<file path="config.mk">
export PLATFORM = sky130hd
export DESIGN_NAME = bit4_minus_serial
export DESIGN_NICKNAME = d
export VERILOG_FILES = /design/src/rtl/bit4_minus_pkg.sv /design/src/rtl/bit4_minus_serial_full_sub1.sv /design/src/rtl/bit4_minus_serial.sv
export SDC_FILE = /design/constraint.sdc
export NUM_CORES = 1
export LEC_CHECK = 0
export BUFFER_PORTS_ARGS = -buffer_cell sky130_fd_sc_hd__buf_2
export CAP_MARGIN = 20
export CORE_ASPECT_RATIO = 1.5
export CORE_MARGIN = 4
export CORE_UTILIZATION = 64
export CTS_BUF_LIST = sky130_fd_sc_hd__clkbuf_8 sky130_fd_sc_hd__clkbuf_16
export DETAILED_ROUTE_END_ITERATION = 8
export GPL_TIMING_DRIVEN = 1
export PLACE_DENSITY_LB_ADDON = 0.12
export SLEW_MARGIN = 20
export SYNTH_ARGS = -nofsm -noshare
export SYNTH_HDL_FRONTEND = slang
export SYNTH_SLANG_ARGS = --single-unit
</file>
<file path="constraint.sdc">
create_clock -name clk -period 2.58 [get_ports clk]
set_input_delay 0.645 -clock clk [delete_from_list [all_inputs] [get_ports clk]]
set_output_delay 0.645 -clock clk [all_outputs]
set_load 0.005 [all_outputs]
</file>
<file path="src/rtl/bit4_minus_pkg.sv">
// Shared types and constants for the bit-serial subtractor.
// Holds the FSM state encoding, default width and counter-width helper.
package bit4_minus_pkg;

  localparam int WIDTH_DEF = 4;

  typedef enum logic [1:0] {
    IDLE = 2'd0,
    RUN  = 2'd1,
    DONE = 2'd2
  } state_t;

  // ceil(log2(n)), never below 1 so a counter always has a bit
  function automatic int clog2(input int n);
    int r;
    r = 1;
    for (int i = 1; i < 32; i++)
      if ((1 << i) < n) r = i + 1;
    return r;
  endfunction

endpackage

</file>
<file path="src/rtl/bit4_minus_serial_full_sub1.sv">
// Combinational 1-bit full subtractor.
// Ports: a - b - bin -> difference d, borrow out bout.
module full_sub1 (
  input  logic a,
  input  logic b,
  input  logic bin,
  output logic d,
  output logic bout
);

  assign d    = a ^ b ^ bin;
  assign bout = (~a & b) | (~(a ^ b) & bin);

endmodule

</file>
<file path="src/rtl/bit4_minus_serial.sv">
// Bit-serial WIDTH-bit subtractor D = A - B, LSB first, one bit per clock.
// Ports: in_valid/in_ready + inA/inB in; out_valid/out_ready + outD/Bout/Vout out.
module bit4_minus_serial
  import bit4_minus_pkg::*;
#(
  parameter int WIDTH = WIDTH_DEF
) (
  input  logic             clk,
  input  logic             rst_n,
  input  logic             in_valid,
  output logic             in_ready,
  input  logic [WIDTH-1:0] inA,
  input  logic [WIDTH-1:0] inB,
  output logic             out_valid,
  input  logic             out_ready,
  output logic [WIDTH-1:0] outD,
  output logic             Bout,
  output logic             Vout
);

  localparam int CW = clog2(WIDTH);
  localparam logic [CW-1:0] LAST = CW'(WIDTH - 1);

  state_t state, state_n;

  logic [WIDTH-1:0] ra, rb;
  logic [CW-1:0]    cnt;
  logic             borrow, sa, sb;
  logic             d, br, last;

  full_sub1 u_fs (
    .a    (ra[0]),
    .b    (rb[0]),
    .bin  (borrow),
    .d    (d),
    .bout (br)
  );

  assign last      = (cnt == LAST);
  assign in_ready  = (state == IDLE);
  assign out_valid = (state == DONE);

  always_ff @(posedge clk or negedge rst_n) begin
    if (!rst_n) state <= IDLE;
    else        state <= state_n;
  end

  always_comb begin
    state_n = state;
    case (state)
      IDLE:    if (in_valid)  state_n = RUN;
      RUN:     if (last)      state_n = DONE;
      DONE:    if (out_ready) state_n = IDLE;
      default:                state_n = IDLE;
    endcase
  end

  always_ff @(posedge clk or negedge rst_n) begin
    if (!rst_n) begin
      ra     <= '0;
      rb     <= '0;
      outD   <= '0;
      cnt    <= '0;
      borrow <= 1'b0;
      sa     <= 1'b0;
      sb     <= 1'b0;
      Bout   <= 1'b0;
      Vout   <= 1'b0;
    end else begin
      case (state)
        IDLE: begin
          if (in_valid) begin
            ra     <= inA;
            rb     <= inB;
            sa     <= inA[WIDTH-1];
            sb     <= inB[WIDTH-1];
            borrow <= 1'b0;
            cnt    <= '0;
          end
        end
        RUN: begin
          ra     <= ra >> 1;
          rb     <= rb >> 1;
          outD   <= {d, outD[WIDTH-1:1]};
          borrow <= br;
          cnt    <= cnt + 1'b1;
          // final bit is the result sign, so overflow is decided here
          if (last) begin
            Bout <= br;
            Vout <= (sa ^ sb) & (d ^ sa);
          end
        end
        default: ;
      endcase
    end
  end

endmodule

</file>
==> metrics <==
most used standard cell by instance count after synthesis=sky130_fd_sc_hd__nand2_1; number of vias after detailed routing=2,053; count of unresolved DRC violations after routing=0; portion of total power attributed to combinational logic=0.130; unrepaired setup endpoints after global routing=false; Initial Utilization=0.680; number of core rows=27; average cell area after synthesis=9.77 µm²; highest achievable clock rate=0.499 GHz; Core Region=0.00375 mm²; critical path data arrival time=2.20 ns; Nets=297; vias in the first global route=2,106; I/O pins=20; count of cell types in the netlist=36; number of warning messages in the yosys log=0; clock sink count=51; number of cells upsized or downsized after cts=0; setup repair bufs after CTS=0; synthesized instance count=261; Psw=0.000449 W; vias per std cell=6.30; Most used DFF post-synth=sky130_fd_sc_hd__dfrtp_1; Post-Route Setup TNS=0 ns; die extent in x=59.5 µm; critical path endpoint category=register; launching point of the worst reg2reg path=cnt[0]$_DFFE_PN0P_; Slowest Stage Delay on Critical Path=0.39 ns; worst path required time=2.77 ns; top cells by instance count after synthesis=73 x sky130_fd_sc_hd__nand2_1, 51 x sky130_fd_sc_hd__dfrtp_1, 26 x sky130_fd_sc_hd__mux2i_1; Worst path slowest cell=sky130_fd_sc_hd__dfrtp_1; async set or reset register ratio after synthesis=1.00; IO buf count=19; clock latency reported for the late side of the worst-skew pair=0.30 ns; DPL Wire Length=3.95 mm; Tot Pwr=0.00159 W; clock-pin slew of the registers on the worst-case setup and hold paths=0.09 ns; Reg2Reg Setup Slack=0.58 ns; max-capacitance violation count=0; Critical R2R Capture=Bout$_DFFE_PN0P_; initial detailed-routing violation count=108; Worst Reg-to-Reg Cells=5; leakage dissipation=1.48 nW; number of antenna violations at the first check in global routing=0; area after detailed placement=0.00270 mm²; Post-Syn Area=0.00255 mm²; Fillers=281; Clock power frac=0.293; internal power component=0.00114 W; Finish-stage setup viols=0; total routing resource utilization after global routing=0.243; Max-slew headroom=0.533; Critical Path Source=cnt[0]$_DFFE_PN0P_; total wirelength of the detailed-routed design=5.48 mm; layout cell share with drive strength beyond 1=0.141; largest net degree at the start of global routing=30; routed wire length per instance=16.8 µm; synthesized flop and latch total=51; post-route clock skew=0.00409 ns; worst min path class=in2async; grt total ovfl=0; net count after synthesis=275; overall die area=0.00508 mm²; fraction of the yosys area taken by sequential cells=0.500; EDFF count, synth=0; critical path endpoint=Bout$_DFFE_PN0P_; first-pass GRT wire length=9.52 mm; result of the run=completed; Hold Fails Final Rpt=0; antenna violation net count after detailed routing=0; die height=85.3 µm; final clock period utilization by the worst path=0.776; Hold WS=0.366 ns; First-pass DRT Iterations=4; worst supply voltage drop on vdd=0.545 mV; cell types occupying the most area after synthesis=sky130_fd_sc_hd__dfrtp_1 50%, sky130_fd_sc_hd__nand2_1 11%, sky130_fd_sc_hd__mux2i_1 10%; transition at the pin with the smallest max-transition slack=0.695 ns; kind of critical path=reg2reg; cell area power density=573 mW/mm²; number of slew-limit violations in the final report=0; shortest clock period the worst path allows after layout=2.00 ns; CTS HTree Levels=2; area of all placed cells without fillers=0.00278 mm²; Bufs on Longest Clock Path=2; CTS buffer count=5; Clock Tree Root=sky130_fd_sc_hd__clkbuf_8; routability cong.=0.894; area of the multi-input gates=0.00121 mm²; area share of the largest cell type after synthesis=0.500; antenna diode count=0; sequential cell area=0.00128 mm²; clock tree from TritonCTS=yes; hold buffer count at CTS=0; CP Cell Sequence=ha_1 -> nor4b_1 -> nand4_1 -> nor3_1 -> mux2_2; crit start category=register; share of total power consumed by net switching=0.282; growth of design area from synthesis to finish=9.13%; proportion of power drawn by flip-flops and latches=0.577; maximum net fanout on the critical path=6; Yosys top cell by area=sky130_fd_sc_hd__dfrtp_1
-- metrics by stage --
| step | worst slack, ns | std cells | util |
|---|---|---|---|
| floorplan | 0.881 | 261 | - |
| global placement | 0.679 | 319 | 0.719 |
| detailed placement | 0.598 | 319 | 0.719 |
| CTS | 0.570 | 326 | 0.742 |
| global route | 0.452 | 326 | 0.742 |
| finish | 0.578 | 326 | 0.742 |
-- cells in the final DEF, fill, tap and decap left out, types with 2 or more instances in the layout --
cell,instances
sky130_fd_sc_hd__nand2b_1,2
sky130_fd_sc_hd__mux2i_1,26
sky130_fd_sc_hd__a22oi_1,5
sky130_fd_sc_hd__mux2_2,2
sky130_fd_sc_hd__buf_2,19
sky130_fd_sc_hd__nor4_4,3
sky130_fd_sc_hd__buf_4,6
sky130_fd_sc_hd__clkbuf_8,6
sky130_fd_sc_hd__o21ai_0,10
sky130_fd_sc_hd__nor2_1,10
sky130_fd_sc_hd__and3_1,3
sky130_fd_sc_hd__and2_1,3
sky130_fd_sc_hd__nor3_1,4
sky130_fd_sc_hd__nor4_1,8
sky130_fd_sc_hd__nand4_1,16
sky130_fd_sc_hd__nand2_1,73
sky130_fd_sc_hd__nor2b_1,2
sky130_fd_sc_hd__inv_1,4
sky130_fd_sc_hd__dfrtp_1,51
sky130_fd_sc_hd__nand3b_1,2
sky130_fd_sc_hd__nand3_1,13
-- layer usage --
| layer | routed length (µm) | vias to the layer above | global-route usage | part of all wire |
|---|---|---|---|---|
| li1 | - | 963 | - | - |
| met1 | 2170 | 1021 | 0.287 | 0.40 |
| met2 | 2930 | 55 | 0.407 | 0.53 |
| met3 | 217 | 14 | 0.0472 | 0.040 |
| met4 | 165 | 0 | 0.127 | 0.030 |
| met5 | 0 | - | 0 | 0 |
-- power groups by stage --
| stage | Sequential [W] | Combinational (W) | Clock, W |
|---|---|---|---|
| 2_1_floorplan | 0.000918 | 0.000149 | 0 |
| 3_3_place_gp | 0.000934 | 0.000202 | 0 |
| 3_5_place_dp | 0.000935 | 0.000209 | 0 |
| 4_1_cts | 0.000918 | 0.000210 | 0.000469 |
| 5_1_grt | 0.000931 | 0.000238 | 0.000515 |
| 6_report | 0.000919 | 0.000208 | 0.000466 |
-- layout make-up --
class,count,area share
clock buffer,6,0.0297
sequential,51,0.459
tap,43,0.0193
multi-input combinational,196,0.435
inverter,4,0.00540
clock inverter,1,0.00180
timing repair buffer,25,0.0504
-- worst max-delay path: cells and delay by family, from the launching register on --
kind / cells / cell delay [ns]
mux: 1 / 0.39
simple gates: 3 / 0.85
fa+ha+maj: 1 / 0.26
flops: 1 / 0.39
-- flip-flops by register name (all words and copies together) (netlist names) --
| name | cells |
|---|---|
| cnt | 32 |
| outD | 4 |
| ra | 4 |
| sa | 1 |
| Bout | 1 |
| rb | 4 |
| state | 2 |
| borrow | 1 |
| Vout | 1 |
| sb | 1 |
-- cell families after synthesis --
logic type,after synthesis,share of synthesized area
AOI/OAI and AO/OA,20,0.0505
xor gates and xnor gates,1,0.00344
adders and majority gates,2,0.0128
buffers and inverters,14,0.0250
DFF,51,0.500
muxes,28,0.111
and+or+nand+nor,145,0.297
-- worst min path at each step --
stage                        start                   to  cells past startpoint
2_1_floorplan                rst_n     Bout$_DFFE_PN0P_                      0
3_3_place_gp   outD[0]$_DFFE_PN0P_  outD[0]$_DFFE_PN0P_                      2
3_5_place_dp   outD[0]$_DFFE_PN0P_  outD[0]$_DFFE_PN0P_                      2
4_1_cts                      rst_n  cnt[12]$_DFFE_PN0P_                      1
5_1_grt                      rst_n  cnt[12]$_DFFE_PN0P_                      1
6_report                     rst_n  cnt[12]$_DFFE_PN0P_                      1
Power figures use the tool's default switching activity.
